--- src/rtl/alu_pkg.sv ---
// Shared types and constants for the ALU command sequencer: opcodes,
// field widths, the command word layout and the sequencing FSM states.
package alu_pkg;

  localparam int ALU_W = 4;
  localparam int SEL_W = 3;
  localparam int CMD_W = 11;

  localparam logic [SEL_W-1:0] OP_AND   = 3'b000;
  localparam logic [SEL_W-1:0] OP_OR    = 3'b001;
  localparam logic [SEL_W-1:0] OP_ADD   = 3'b010;
  localparam logic [SEL_W-1:0] OP_SUB   = 3'b011;
  localparam logic [SEL_W-1:0] OP_XOR   = 3'b100;
  localparam logic [SEL_W-1:0] OP_SHL   = 3'b101;
  localparam logic [SEL_W-1:0] OP_SHR   = 3'b110;
  localparam logic [SEL_W-1:0] OP_PASSA = 3'b111;

  typedef struct packed {
    logic [ALU_W-1:0] a;
    logic [ALU_W-1:0] b;
    logic [SEL_W-1:0] sel;
  } cmd_t;

  typedef enum logic [1:0] {
    ST_IDLE = 2'b00,
    ST_WAIT = 2'b01,
    ST_HOLD = 2'b10
  } state_e;

endpackage

--- src/rtl/alu_cmd_fifo.sv ---
// Command buffer for the ALU sequencer. Head entry is readable combinationally
// so the sequencer can pop and load the ALU operands on the same edge.
module alu_cmd_fifo #(
  parameter int DEPTH = 4,
  parameter int CMD_W = 11
) (
  input  logic             clk,
  input  logic             rst_n,
  input  logic             push,
  input  logic [CMD_W-1:0] push_data,
  input  logic             pop,
  output logic [CMD_W-1:0] head_data,
  output logic             empty,
  output logic             in_ready
);

  localparam int AW = $clog2(DEPTH);

  logic [AW:0]      wr_ptr_q, wr_ptr_d;
  logic [AW:0]      rd_ptr_q, rd_ptr_d;
  logic             in_ready_q, in_ready_d;
  logic             do_push, do_pop;
  logic [CMD_W-1:0] mem_q [DEPTH];

  assign empty     = (wr_ptr_q == rd_ptr_q);
  assign in_ready  = in_ready_q;
  assign head_data = mem_q[rd_ptr_q[AW-1:0]];
  assign do_push   = push && in_ready_q;
  assign do_pop    = pop && !empty;

  // in_ready is precomputed from the next pointers so it is a plain flop output
  always_comb begin
    wr_ptr_d   = wr_ptr_q + {{AW{1'b0}}, do_push};
    rd_ptr_d   = rd_ptr_q + {{AW{1'b0}}, do_pop};
    in_ready_d = !((wr_ptr_d[AW] != rd_ptr_d[AW]) &&
                   (wr_ptr_d[AW-1:0] == rd_ptr_d[AW-1:0]));
  end

  always_ff @(posedge clk) begin
    if (!rst_n) begin
      wr_ptr_q   <= '0;
      rd_ptr_q   <= '0;
      in_ready_q <= 1'b0;
    end else begin
      wr_ptr_q   <= wr_ptr_d;
      rd_ptr_q   <= rd_ptr_d;
      in_ready_q <= in_ready_d;
    end
  end

  always_ff @(posedge clk) begin
    if (do_push) begin
      mem_q[wr_ptr_q[AW-1:0]] <= push_data;
    end
  end

endmodule

--- src/rtl/alu_cmd_sequencer.sv ---
// Feeds queued commands one at a time to alu4bit and returns results in order.
// Define ALU_SEQ_COUNT_EN to add the done_count completed-operation counter.
module alu_cmd_sequencer
  import alu_pkg::*;
#(
  parameter int DEPTH   = 4,
  parameter int ALU_LAT = 1
) (
  input  logic             clk,
  input  logic             rst_n,
  input  logic             in_valid,
  output logic             in_ready,
  input  logic [ALU_W-1:0] in_a,
  input  logic [ALU_W-1:0] in_b,
  input  logic [SEL_W-1:0] in_sel,
  output logic [ALU_W-1:0] alu_a,
  output logic [ALU_W-1:0] alu_b,
  output logic [SEL_W-1:0] alu_sel,
  input  logic [ALU_W-1:0] alu_result,
  output logic             out_valid,
  input  logic             out_ready,
  output logic [ALU_W-1:0] out_result,
  output logic [SEL_W-1:0] out_sel,
  output logic             busy
`ifdef ALU_SEQ_COUNT_EN
  ,
  output logic [7:0]       done_count
`endif
);

  cmd_t             push_cmd, head_cmd;
  logic [CMD_W-1:0] head_bits;
  logic             fifo_empty, pop;

  state_e           state_q, state_d;
  logic [2:0]       cnt_q, cnt_d;
  logic [ALU_W-1:0] alu_a_q, alu_a_d, alu_b_q, alu_b_d;
  logic [SEL_W-1:0] alu_sel_q, alu_sel_d;
  logic             out_valid_q, out_valid_d;
  logic [ALU_W-1:0] out_result_q, out_result_d;
  logic [SEL_W-1:0] out_sel_q, out_sel_d;

  assign push_cmd = '{a: in_a, b: in_b, sel: in_sel};
  assign head_cmd = cmd_t'(head_bits);

  alu_cmd_fifo #(
    .DEPTH (DEPTH),
    .CMD_W (CMD_W)
  ) u_fifo (
    .clk       (clk),
    .rst_n     (rst_n),
    .push      (in_valid),
    .push_data (push_cmd),
    .pop       (pop),
    .head_data (head_bits),
    .empty     (fifo_empty),
    .in_ready  (in_ready)
  );

  always_comb begin
    state_d      = state_q;
    cnt_d        = cnt_q;
    alu_a_d      = alu_a_q;
    alu_b_d      = alu_b_q;
    alu_sel_d    = alu_sel_q;
    out_valid_d  = out_valid_q;
    out_result_d = out_result_q;
    out_sel_d    = out_sel_q;
    pop          = 1'b0;
    case (state_q)
      ST_IDLE: begin
        if (!fifo_empty) begin
          pop       = 1'b1;
          alu_a_d   = head_cmd.a;
          alu_b_d   = head_cmd.b;
          alu_sel_d = head_cmd.sel;
          cnt_d     = 3'(ALU_LAT);
          state_d   = ST_WAIT;
        end
      end
      ST_WAIT: begin
        // one extra edge beyond ALU_LAT lets the ALU's registered result settle
        if (cnt_q == 3'd0) begin
          out_result_d = alu_result;
          out_sel_d    = alu_sel_q;
          out_valid_d  = 1'b1;
          state_d      = ST_HOLD;
        end else begin
          cnt_d = cnt_q - 3'd1;
        end
      end
      ST_HOLD: begin
        if (out_ready) begin
          out_valid_d = 1'b0;
          state_d     = ST_IDLE;
        end
      end
      default: state_d = ST_IDLE;
    endcase
  end

  always_ff @(posedge clk) begin
    if (!rst_n) begin
      state_q      <= ST_IDLE;
      cnt_q        <= '0;
      alu_a_q      <= '0;
      alu_b_q      <= '0;
      alu_sel_q    <= '0;
      out_valid_q  <= 1'b0;
      out_result_q <= '0;
      out_sel_q    <= '0;
    end else begin
      state_q      <= state_d;
      cnt_q        <= cnt_d;
      alu_a_q      <= alu_a_d;
      alu_b_q      <= alu_b_d;
      alu_sel_q    <= alu_sel_d;
      out_valid_q  <= out_valid_d;
      out_result_q <= out_result_d;
      out_sel_q    <= out_sel_d;
    end
  end

`ifdef ALU_SEQ_COUNT_EN
  logic [7:0] done_count_q, done_count_d;

  always_comb begin
    done_count_d = done_count_q;
    if (out_valid_q && out_ready) begin
      done_count_d = done_count_q + 8'd1;
    end
  end

  always_ff @(posedge clk) begin
    if (!rst_n) begin
      done_count_q <= '0;
    end else begin
      done_count_q <= done_count_d;
    end
  end

  assign done_count = done_count_q;
`endif

  assign alu_a      = alu_a_q;
  assign alu_b      = alu_b_q;
  assign alu_sel    = alu_sel_q;
  assign out_valid  = out_valid_q;
  assign out_result = out_result_q;
  assign out_sel    = out_sel_q;
  assign busy       = (state_q != ST_IDLE) || !fifo_empty;

endmodule

--- config.mk ---
export PLATFORM = sky130hd
export DESIGN_NAME = alu_cmd_sequencer
export DESIGN_NICKNAME = d
export VERILOG_FILES = /design/src/rtl/alu_pkg.sv /design/src/rtl/alu_cmd_fifo.sv /design/src/rtl/alu_cmd_sequencer.sv
export SDC_FILE = /design/constraint.sdc
export NUM_CORES = 1
export LEC_CHECK = 0
export ABC_AREA = 1
export ABC_CLOCK_PERIOD_IN_PS = 3900
export BUFFER_PORTS_ARGS = -buffer_cell sky130_fd_sc_hd__buf_2
export CAP_MARGIN = 20
export CORE_ASPECT_RATIO = 1.75
export CORE_MARGIN = 2
export CORE_UTILIZATION = 50
export DETAILED_ROUTE_END_ITERATION = 8
export GPL_TIMING_DRIVEN = 0
export PLACE_DENSITY = 0.69
export SLEW_MARGIN = 20
export SYNTH_ARGS = -nofsm -noshare
export SYNTH_HDL_FRONTEND = slang
export SYNTH_HIERARCHICAL = 1
export SYNTH_SLANG_ARGS = --single-unit
--- constraint.sdc ---
create_clock -name clk -period 3.9 [get_ports clk]
set_input_delay 0.195 -clock clk [delete_from_list [all_inputs] [get_ports clk]]
set_output_delay 0.195 -clock clk [all_outputs]
set_load 0.02 [all_outputs]
# After elaboration in Yosys (flattened, before gate mapping)
# Memory sizes are Yosys's and may differ from the RTL's. A register that Yosys moved wholly into a read port is not among the register bits.
# Cells that the tools add are included.
[totals]
ff_bits = 20
mem_bits_rw = 44
n_memories = 1
[memory_table]
columns = ["memory", "words", "word_bits", "rd", "rd_ports_with_merged_regs", "wr", "line_no", "rtl"]
rows = [
  ["u_fifo.mem_q", 4, 11, 1, 1, 1, "alu_cmd_fifo.sv:23", "logic [CMD_W-1:0] mem_q [DEPTH];"],
]
[classes]
n_addsub = 3
eq_ne = 9
n_mux = 14
n_bitwise = 1
n_reduce_logical = 17
[op_table]
columns = ["operator", "n"]
rows = [
  ["AND reduction 3 bit", 3],
  ["!= test 2 bit, second input constant", 4],
  ["adder 3 x 1 -> 3 bit", 2],
  ["two-way mux 1 bit", 6],
  ["two-way mux 2 bit", 3],
  ["two-way mux 3 bit", 2],
  ["case mux 2 bit (3 select lines)", 1],
  ["case mux 3 bit (2 select lines)", 1],
  ["nonzero test 2 bit", 3],
  ["AND reduction 2 bit", 2],
  ["== test 3 bit", 1],
  ["logical AND 1 bit", 3],
  ["zero test 1 bit", 3],
  ["zero test 3 bit", 1],
  ["subtractor 3 x 1 -> 3 bit, second input constant", 1],
  ["== test 2 x 1 -> 1 bit, second input constant", 1],
  ["== test 2 bit", 1],
  ["== test 2 bit, second input constant", 1],
  ["zero test 2 bit", 1],
  ["case mux 1 bit (2 select lines)", 1],
  ["logical OR 1 bit", 1],
  ["!= test 1 bit", 1],
  ["inverter 1 bit", 1],
]

# Logic depth before layout (Yosys ltp)
# Gate-level depths: netlist (run 1).
[depth]
ltp_word = 8
depth_mapped = 18
mapped_depth_nobuf = 17

# By module
# Netlist (run 1), hierarchy kept.
[by_module_without_submodules]
columns = ["mod", "instances", "cells_each", "area_each_um2", "seq_area_each_um2"]
rows = [
  ["alu_cmd_fifo", 1, 176, 2047.0, 1461.4],
  ["alu_cmd_sequencer", 1, 125, 978.4, 480.5],
]

# Least setup slack after synthesis (run 1)
# OpenSTA, ideal clock, no wires.
[synth_timing]
path_type = "register -> register"
from = "register u_fifo.rd_ptr_q[0]"
to = "register u_fifo.in_ready_q (netlist: u_fifo/in_ready)"
setup_time_ns = 0.117
arrival_time_ns = 1.905
path_slack_ns = 1.879
stages_incl_launch_ff = 17
n_path_buf = 1
synth_period_minus_slack_ns = 2.021
path_cell_list = "dfxtp_1 inv_2 nand2_1 nand4_1 nor2_1 inv_1 nand2_4 inv_2 buf_6 inv_1 nor2_1 ha_1 ha_1 nor2_1 nor2_1 nor2_1 a21oi_1"
[synth_between]
elab_chain_len = 8
[synth_rtl]
columns = ["element", "line_no", "rtl"]
rows = [
  ["start, declared", "alu_cmd_fifo.sv:20", "logic [AW:0] rd_ptr_q, rd_ptr_d;"],
  ["start signal, assigned", "alu_cmd_fifo.sv:46", "rd_ptr_q <= rd_ptr_d;"],
  ["== test 3 bit", "alu_cmd_fifo.sv:25", "assign empty = (wr_ptr_q == rd_ptr_q);"],
  ["via fifo_empty", "alu_cmd_sequencer.sv:33", "logic fifo_empty, pop;"],
  ["two-way mux 1 bit", "alu_cmd_sequencer.sv:72", "if (!fifo_empty) begin"],
  ["two-way mux 1 bit", "alu_cmd_sequencer.sv:70", "case (state_q)"],
  ["via pop", "alu_cmd_sequencer.sv:33", ""],
  ["logical AND 1 bit", "alu_cmd_fifo.sv:29", "assign do_pop = pop && !empty;"],
  ["adder 3 x 1 -> 3 bit", "alu_cmd_fifo.sv:34", "rd_ptr_d = rd_ptr_q + {{AW{1'b0}}, do_pop};"],
  ["via u_fifo.rd_ptr_d[1]", "alu_cmd_fifo.sv:20", ""],
  ["== test 2 bit", "alu_cmd_fifo.sv:36", "(wr_ptr_d[AW-1:0] == rd_ptr_d[AW-1:0]));"],
  ["logical AND 1 bit", "alu_cmd_fifo.sv:35", "in_ready_d = !((wr_ptr_d[AW] != rd_ptr_d[AW]) &&"],
  ["zero test 1 bit", "alu_cmd_fifo.sv:35", ""],
  ["end signal, assigned", "alu_cmd_fifo.sv:47", "in_ready_q <= in_ready_d;"],
  ["end, declared", "alu_cmd_fifo.sv:21", "logic in_ready_q, in_ready_d;"],
]
# The timed path passes the listed nets, and every way through them passes these cells.
# A chain may end at the register's enable or synchronous reset.

# Worst setup path in the final report (run 1)
# Ends and elaborated chain as after synthesis.

==> run_results.csv, run 1 <==
group,metric,value,unit
synthesis,synth-async-reset-ratio,0,%
setup_path,worstPathRequired,4170,ps
synthesis,synthTopCellsByCount,"nor2_1, edfxtp_1, nand2_1",
grt,met3_usage,5.25,%
setup_path,endpoint_kind,"register",
power_and_ir_drop,peakVddDrop,0.273,mV
grt,use_met1,20.5,%
cts,clock_latency,340,ps
synthesis,synthTopCellsByArea,"edfxtp_1, dfxtp_1, nor2_1, nand2_1, o21ai_1",
run,cap_violations,0,
power_and_ir_drop,clkPwrFrac,28.9,%
detailed_routing,post_drt_wl_per_cell,13.4,um
cts,htree_levels,3,
cts,root_buffer,"clkbuf_8",
detailed_routing,via_per_inst,4.96,
timing,fin_crit_sh,61.0,%
timing,layout_min_cycle_time,2380,ps
synthesis,synth_nets,326,
grt,grt_pass1_vias,2119,
power_and_ir_drop,p_sw,519,uW
timing,finalMaxSlewViolations,0,
cts,cts.sinks,75,
synthesis,ys_seq_area_share,64.2,%
timing,worst_pin_slew,631,ps
cts,cts_tree,"built",
grt,grtUsageTotal,19.5,%
placement,port_buffers,39,
setup_path,start_kind,"register",
timing,slew_headroom,57.7,%
detailed_routing,wirelength,5.85,mm
synthesis,synth_most_common_cell,"nor2_1",
timing,max_freq,420,MHz
synthesis,yosysWarningCount,6,
placement,gp_congestion,0.766,
synthesis,mappedNetlistArea,3030,sq um
grt,grt_pass1_wl,9.69,mm
finish,final_nets,380,
cts,cts_hold_buffers,0,
floorplan,die_height,107,um
placement,hpwl,4.18,mm
outcome,outcome,"completed",
synthesis,synth_cell_types,27,
timing,fin_tns_setup,0,ps
timing,timing_hold_violations_final,0,
synthesis,syn_avg_cell_area,10.1,sq um
setup_path,cp.arrival,2650,ps
floorplan,rows,37,
power_and_ir_drop,seq_power_share,52.6,%
timing,rsz0062_at_grt,"false",
finish,stdcell_count,438,
finish,num_antenna_cells,0,
power_and_ir_drop,p_int,1240,uW
cts,cts_resized,0,
grt,grt-ovfl-total,0,
floorplan,core,5880,sq um
synthesis,synthFlopType,"edfxtp_1",
cts,numCtsBuffers,9,
grt,grt-busiest-layer,"met2",
synthesis,ys_seq_elements,75,
synthesis,synth.top_cell.area_share,43.7,%
power_and_ir_drop,p_leak,0.00148,uW
timing,finalSetupViolations,0,
grt,grtUsageMet2,35.3,%
cts,clkTransAtPathRegs,70,ps
finish,layout-drive-gt1-share,22.8,%
setup_path,crit_fanout,10,
grt,antenna_found_initial,0,
floorplan,die_area,6710,sq um
detailed_routing,drcViolationCount,0,
power_and_ir_drop,p_per_area,495,nW/um^2
power_and_ir_drop,combPwrFrac,18.6,%
detailed_routing,vias,2172,
cts,clockBufferDepth,2,
cts,post_cts_buffers,0,
floorplan,ios,40,
detailed_routing,postRouteAntennaNets,0,
synthesis,synthCells,301,
synthesis,synth_area_leader_cell,"edfxtp_1",
synthesis,synth-edff-count,44,
floorplan,start_util,51.5,%
detailed_routing,dr.pass1.iters,4,
placement,dp_cells,422,
finish,syn_to_final_growth,17.4,%
power_and_ir_drop,switching_share,29.5,%
timing,finClkSkew,6.84,ps
grt,grt_max_degree,14,
setup_path,critPathKind,"reg2reg",
floorplan,fp.dieW,62.8,um
detailed_routing,drtIter0Drc,132,
hold_path,hold_path_class,"in2reg",
-- through the flow --
stage | area [sq um] | hold slack, ps | util, % | power [uW] | setup slack [ps]
6_report | 3550 | 67.3 | 60.4 | 1760 | 1520
5_1_grt | 3550 | 44.1 | 60.4 | 1860 | 1230
4_1_cts | 3550 | 47.5 | 60.4 | 1780 | 1510
3_5_place_dp | 3380 | 411 | 57.5 | 1270 | 1530
3_3_place_gp | 3320 | 407 | 56.4 | 1260 | 1600
2_1_floorplan | 3030 | 293 | - | 1170 | 1880
-- path summary, 6_finish.rpt --
path                                    startpoint            endpoint  slack, ps  cells past startpoint
worst max register to register  u_fifo/rd_ptr_q[0]     u_fifo/in_ready       1520                     17
worst max-delay path            u_fifo/rd_ptr_q[0]     u_fifo/in_ready       1520                     17
worst min-delay path                       in_b[2]  u_fifo/mem_q[0][5]         70                      1
worst min register to register           out_valid           out_valid        470                      2
-- sequential cells by signal (all words and copies together), names as in the netlist --
signal,flops
alu_a,4
u_fifo/mem_q,44
out_result,4
alu_b,4
cnt_q,3
u_fifo/in_ready,1
out_sel,3
u_fifo/rd_ptr_q,3
u_fifo/wr_ptr_q,3
out_valid,1
state_q,2
alu_sel,3
-- layout by cell type, fill, tap and decap left out, types with 4 or more instances in the layout --
cell,netlist,routed
a21oi_1,5,5
buf_2,4,43
buf_6,2,6
clkbuf_8,0,9
dfxtp_1,31,31
edfxtp_1,44,44
ha_1,6,6
inv_1,27,27
inv_2,4,4
nand2_1,35,35
nor2_1,67,67
nor3_2,0,4
o21ai_0,19,19
o21ai_1,22,22
o22ai_1,11,11
-- cell families (layout without fill, tap and decap cells) --
kind of cell | after synthesis | after routing | share of synthesized area (%)
AO/OA/AOI/OAI | 58 | 58 | 10.2
buffers and inverters | 42 | 101 | 6.29
AND/OR/NAND/NOR | 119 | 119 | 16.6
XOR/XNOR | 1 | 1 | 0.290
flip-flops | 75 | 75 | 64.2
adder cells (fa/ha/maj) | 6 | 6 | 2.48
-- power groups by stage --
stage	registers (uW)	clock network (uW)	logic [uW]
finish	925	508	327
global route	932	558	370
CTS	925	527	331
detailed placement	943	0	329
global placement	942	0	319
floorplan	986	0	183
-- routing by layer --
layer  up-vias  wire length, um
li1       1114                -
met1       993             2400
met2        57             3120
met3         8              250
met4         0               82
met5         -                0
-- cell type report --
class | count | area [sq um]
timing repair buffer | 43 | 240
clock inverter | 6 | 40.0
fill | 533 | 2330
buffer | 10 | 65.1
clock buffer | 10 | 128
inverter | 32 | 125
sequential | 75 | 1940
tap | 78 | 97.6
multi-input combinational | 184 | 913
-- worst max-delay path: stages, from the launching register on --
cell	delay (ps)
dfxtp_1	480
inv_2	110
nand2_1	80
nand4_1	120
nor2_1	170
inv_1	90
nand2_4	110
inv_2	50
buf_6	130
inv_1	50
nor2_1	40
ha_1	180
ha_1	320
nand2_1	70
inv_1	30
nor2_1	70
nor2_1	40
a21oi_1	140
Note: power is estimated with default switching activity, not from simulation.
==> run 2, diff against run 1 <==
--- a/config.mk
+++ b/config.mk
@@ -6,7 +6,7 @@
 export NUM_CORES = 1
 export LEC_CHECK = 0
 export ABC_AREA = 1
-export ABC_CLOCK_PERIOD_IN_PS = 3900
+export ABC_CLOCK_PERIOD_IN_PS = 2100
 export BUFFER_PORTS_ARGS = -buffer_cell sky130_fd_sc_hd__buf_2
 export CAP_MARGIN = 20
 export CORE_ASPECT_RATIO = 1.75
@@ -14,7 +14,7 @@
 export CORE_UTILIZATION = 50
 export DETAILED_ROUTE_END_ITERATION = 8
 export GPL_TIMING_DRIVEN = 0
-export PLACE_DENSITY = 0.69
+export PLACE_DENSITY = 0.71
 export SLEW_MARGIN = 20
 export SYNTH_ARGS = -nofsm -noshare
 export SYNTH_HDL_FRONTEND = slang
==> constraint.sdc (replaced) <==
create_clock -name clk -period 2.1 [get_ports clk]
set_input_delay 0.105 -clock clk [delete_from_list [all_inputs] [get_ports clk]]
set_output_delay 0.105 -clock clk [all_outputs]
set_load 0.02 [all_outputs]
==> run 2 against run 1 <==
Combinational power is 110% higher. Clock skew is 8.4 ps higher. Critical path depth is 3 lower. Fmax is 19% higher. Hold slack worse by 45 ps. Routed wire length is 3.6% higher. Worst setup slack worse by 1400 ps. Sequential cell count stayed put. First-iteration DRC count is 22% lower. Count of clock-buffer cells in the layout is 2 higher. Sequential power is 85% higher. Design area is 8.6% higher. Critical path type unchanged. Highest routed layer unchanged.
==> run_results.csv, run 2 (synthesized netlist as in run 1, its figures left out) <==
group,metric,value,unit
setup_path,reg2reg_depth,14,
timing,max_freq,501,MHz
detailed_routing,drtIter0Drc,103,
power_and_ir_drop,p_per_area,942,nW/um^2
grt,grt-busiest-layer,"met2",
finish,layout-drive-gt1-share,27.1,%
floorplan,fp.dieW,62.8,um
hold_path,min_to,"out_result[3]",
finish,final_cell_mix,"nor2_1, edfxtp_1, buf_2, nand2_1, dfxtp_1",
placement,placed_area,3380,sq um
setup_path,critPathKind,"reg2reg",
setup_path,slowest_stage,"dfxtp_4",
timing,layout_min_cycle_time,2000,ps
finish,largest_register_ffs,44,
setup_path,crit_top_cell,"nor2_1",
hold_path,hold_path_class,"in2reg",
detailed_routing,dr.pass1.iters,4,
finish,num_antenna_cells,0,
cts,numCtsBuffers,9,
power_and_ir_drop,p_leak,0.00162,uW
setup_path,regToRegEndpoint,"u_fifo/in_ready",
timing,finalMaxSlewViolations,0,
grt,met3_usage,3.15,%
grt,grt_pass1_vias,2255,
placement,gp_congestion,0.788,
power_and_ir_drop,total_power,3630,uW
finish,final_nets,404,
floorplan,die_area,6710,sq um
detailed_routing,drcViolationCount,0,
setup_path,endpoint_kind,"register",
placement,dp_slack,-221,ps
grt,grtUsageMet2,35.4,%
finish,syn_to_final_growth,27.4,%
cts,clockBufferDepth,2,
cts,clock_latency,340,ps
grt,use_met1,20.4,%
timing,setup_slack,104,ps
placement,port_buffers,39,
setup_path,rrSetupSlack,100,ps
timing,fin_crit_sh,95.1,%
run,cap_violations,0,
finish,final_common_cell,"nor2_1",
setup_path,crit_chain,"inv_1 > nand2_1 > nand4_1 > nor2_2 > buf_4 > buf_4 > buf_4 > nor2_1 > ha_2 > ha_4 > nor2_1 > nor2_1 > nor2_1 > a21oi_2",
finish,utilization,65.6,%
hold_path,hp-start,"alu_result[3]",
grt,grt-ovfl-total,0,
outcome,outcome,"completed",
detailed_routing,vias,2306,
timing,finalSetupViolations,0,
detailed_routing,wirelength,6.06,mm
grt,grtUsageTotal,19.7,%
floorplan,rows,37,
detailed_routing,via_per_inst,4.99,
floorplan,die_height,107,um
floorplan,core,5880,sq um
timing,timing_hold_violations_final,0,
cts,root_buffer,"clkbuf_8",
cts,clkTransAtPathRegs,70,ps
power_and_ir_drop,peakVddDrop,0.513,mV
detailed_routing,postRouteAntennaNets,0,
cts,htree_levels,3,
setup_path,r2r-start,"u_fifo/wr_ptr_q[0]",
floorplan,ios,40,
finish,fin_area,3850,sq um
setup_path,crit_fanout,3,
floorplan,start_util,51.5,%
grt,grt_max_degree,14,
grt,antenna_found_initial,0,
grt,grt_pass1_wl,9.99,mm
setup_path,slowest_delay,350,ps
cts,cts_tree,"built",
detailed_routing,post_drt_wl_per_cell,13.1,um
cts,cts.sinks,75,
placement,hpwl,4.18,mm
setup_path,worstPathRequired,2320,ps
setup_path,cp.arrival,2220,ps
timing,worst_pin_slew,582,ps
timing,finClkSkew,15.2,ps
setup_path,start_kind,"register",
timing,slew_headroom,61.0,%
timing,fin_tns_setup,0,ps
hold_path,min_path_cells,3,
==> run 2: what timing repair did <==
action,4_1_cts,5_1_grt
resized for setup,10,6
hold endpoints to repair,44,0
gates cloned,0,0
hold buffers,12,0
pin swaps,2,5
endpoints found under the setup margin,2,1
buffers inserted,7,6
==> run 2: stage by stage <==
step,hold WS [ps],cells
2_1_floorplan,203,301
3_3_place_gp,316,418
3_5_place_dp,320,422
4_1_cts,5.96,457
5_1_grt,17.9,462
6_report,22.6,462
==> run 2: power breakdown <==
part | internal [uW] | switching (uW) | leakage [uW]
logic | 267 | 414 | 0.000850
clock network | 743 | 497 | 0.000116
registers | 1660 | 53.8 | 0.000656
==> run 2: worst max-delay path: cells and delay by family (launching register included) <==
| family | cells | cell delay, ps |
|---|---|---|
| simple gates | 7 | 580 |
| buf+inv | 4 | 480 |
| fa+ha+maj | 2 | 400 |
| flops | 1 | 350 |
| compound gates | 1 | 70 |
==> run 2: cell type report <==
class,count,area [sq um]
plain buffers,9,53.8
clock buffers,12,156
clock inverters,4,73.8
fillers,468,2020
inverters,32,128
multi-input cells,184,935
flip-flops and latches,75,1960
well taps,78,97.6
repair buffers,68,454
==> run 2: per-layer routing <==
metal / wire length, um / up-vias
li1: - / 1159
met4: 221 / 0
met3: 186 / 17
met1: 2400 / 1074
met2: 3260 / 56
met5: 0 / -
==> run 2: worst max-delay path by stage <==
stage	endpoint	start	cells past startpoint	slack [ps]
after floorplan	u_fifo/in_ready	u_fifo/rd_ptr_q[0]	16	80
after global placement	u_fifo/mem_q[3][7]	u_fifo/wr_ptr_q[1]	2	-200
after detailed placement	u_fifo/in_ready	u_fifo/wr_ptr_q[0]	17	-220
after CTS	u_fifo/in_ready	u_fifo/rd_ptr_q[1]	16	7
after global routing	u_fifo/in_ready	u_fifo/rd_ptr_q[2]	13	-30
final	u_fifo/in_ready	u_fifo/wr_ptr_q[0]	14	100
==> run 3, diff against run 2 <==
--- a/config.mk
+++ b/config.mk
@@ -10,11 +10,12 @@
 export BUFFER_PORTS_ARGS = -buffer_cell sky130_fd_sc_hd__buf_2
 export CAP_MARGIN = 20
 export CORE_ASPECT_RATIO = 1.75
-export CORE_MARGIN = 2
+export CORE_MARGIN = 5
 export CORE_UTILIZATION = 50
 export DETAILED_ROUTE_END_ITERATION = 8
 export GPL_TIMING_DRIVEN = 0
 export PLACE_DENSITY = 0.71
+export SKIP_LAST_GASP = 1
 export SLEW_MARGIN = 20
 export SYNTH_ARGS = -nofsm -noshare
 export SYNTH_HDL_FRONTEND = slang
==> run 3 against run 2 <==
Sequential cell count did not move. Non-clock buffer count grew 1. Via count down 0.87%. Critical path depth up 3. Sequential power hardly changed. Routed wire length grew 4.6%. Combinational power increased by 2%. Die area grew 16%. Clock power fell by 15%. Critical path type unchanged. Sequential share of layout area shrank 0.050 points. Highest routed layer unchanged. Clock skew decreased by 2.1 ps.
==> run_results.csv, run 3 (synthesized netlist as in run 1, its figures left out) <==
group,metric,value,unit
outcome,outcome,"completed",
finish,syn_to_final_growth,27.7,%
detailed_routing,postRouteAntennaNets,0,
power_and_ir_drop,p_leak,0.00161,uW
finish,num_antenna_cells,0,
setup_path,worstPathRequired,2330,ps
timing,fin_tns_setup,0,ps
detailed_routing,wirelength,6.34,mm
placement,gp_congestion,0.811,
setup_path,critPathKind,"reg2reg",
setup_path,start_kind,"register",
grt,grtUsageTotal,17.6,%
grt,grt_pass1_vias,2220,
setup_path,crit_chain,"inv_4 > nand2_1 > nand4_1 > nor2_2 > inv_2 > nand2_4 > inv_2 > buf_6 > inv_4 > nor2_4 > ha_4 > ha_4 > nand2_2 > inv_1 > nor2_1 > nor2_1 > a21oi_2",
timing,finalSetupViolations,0,
timing,finClkSkew,13.2,ps
setup_path,cp.arrival,2230,ps
power_and_ir_drop,peakVddDrop,0.556,mV
grt,antenna_found_initial,0,
detailed_routing,drtIter0Drc,136,
finish,fin_area,3860,sq um
detailed_routing,vias,2286,
placement,placed_area,3380,sq um
timing,layout_min_cycle_time,2000,ps
floorplan,ios,40,
floorplan,core,5880,sq um
timing,worst_pin_slew,653,ps
detailed_routing,drcViolationCount,0,
cts,clockBufferDepth,2,
timing,slew_headroom,56.2,%
cts,root_buffer,"clkbuf_8",
detailed_routing,via_per_inst,4.94,
timing,timing_hold_violations_final,0,
placement,port_buffers,39,
setup_path,cp_num_buf_inv,6,
cts,cts.sinks,75,
floorplan,die_area,7770,sq um
finish,largest_register_ffs,44,
grt,grt_pass1_wl,10.0,mm
run,cap_violations,0,
cts,clkTransAtPathRegs,80,ps
power_and_ir_drop,p_per_area,898,nW/um^2
finish,final_common_cell,"nor2_1",
finish,layout-drive-gt1-share,29.6,%
setup_path,slowest_stage,"dfxtp_4",
setup_path,crit_fanout,10,
power_and_ir_drop,total_power,3470,uW
detailed_routing,post_drt_wl_per_cell,13.7,um
timing,max_freq,501,MHz
setup_path,slowest_delay,390,ps
cts,numCtsBuffers,9,
floorplan,fp.dieW,68.8,um
timing,finalMaxSlewViolations,0,
floorplan,die_height,113,um
cts,htree_levels,3,
detailed_routing,dr.pass1.iters,4,
floorplan,rows,37,
finish,final_cell_mix,"nor2_1, edfxtp_1, buf_2, nand2_1, dfxtp_1",
setup_path,endpoint_kind,"register",
floorplan,start_util,51.5,%
timing,fin_crit_sh,95.0,%
cts,clock_latency,350,ps
timing,hold_ws,19.6,ps
setup_path,crit_family,"simple AND/OR/NAND/NOR gates",
hold_path,hold_path_class,"in2reg",
cts,cts_tree,"built",
finish,final_nets,405,
placement,hpwl,4.28,mm
grt,grt-ovfl-total,0,
grt,grt_max_degree,14,
[run 3: cell types whose count changed in the layout (fill, tap and decap cells not counted), sizes merged]
cell      change
buf           +1
bufinv        -2
clkinvlp      +2
[run 3: final timing paths]
check	cells after the start	end	from	slack, ps
max	17	u_fifo/in_ready	u_fifo/rd_ptr_q[0]	100
min	3	out_result[0]	alu_result[0]	20
max reg2reg	17	u_fifo/in_ready	u_fifo/rd_ptr_q[0]	100
min reg2reg	2	out_valid	out_valid	460
[run 3: power breakdown]
part / leakage (uW) / switching [uW] / internal (uW)
sequential: 0.000657 / 57.1 / 1660
combinational: 0.000861 / 425 / 272
clock: 0.0000939 / 521 / 537
[run 3: cell type report]
| type | instances | area, sq um |
|---|---|---|
| clock buffer | 12 | 166 |
| buffer | 10 | 65.1 |
| clock inverter | 4 | 32.5 |
| fill | 471 | 2020 |
| timing repair buffer | 68 | 450 |
| tap | 78 | 97.6 |
| sequential | 75 | 1960 |
| multi-input combinational | 184 | 957 |
| inverter | 32 | 135 |
[run 3: metal layers]
| layer | track usage (%) | routed length [um] | part of all wire (%) |
|---|---|---|---|
| met1 | 19.1 | 2530 | 40 |
| met2 | 29.9 | 3380 | 53 |
| met3 | 5.06 | 221 | 3.5 |
| met4 | 9.38 | 201 | 3.2 |
| met5 | 0 | 0 | 0 |
[run 3: repair_timing]
action / CTS / global route
endpoints found under the setup margin: 3 / 1
pin swaps: 1 / 9
resized for setup: 10 / 18
buffers inserted: 8 / 6
hold buffers: 12 / 0
hold endpoints to repair: 45 / 0
[run 3: worst reg2reg max path: cells and delay by family (launching register included)]
family	cells	cell delay, ps
AO/OA/AOI/OAI	1	70
adder cells (fa/ha/maj)	2	420
buffers and inverters	6	390
flip-flops	1	390
AND/OR/NAND/NOR	8	610
[run 3: through the flow]
step / setup WS (ps) / utilization (%) / cells
finish: 104 / 65.7 / 463
CTS: 13.0 / 64.4 / 458
floorplan: 78.7 / - / 301
global placement: -201 / 56.4 / 418
detailed placement: -205 / 57.4 / 422
global route: -8.87 / 65.7 / 463
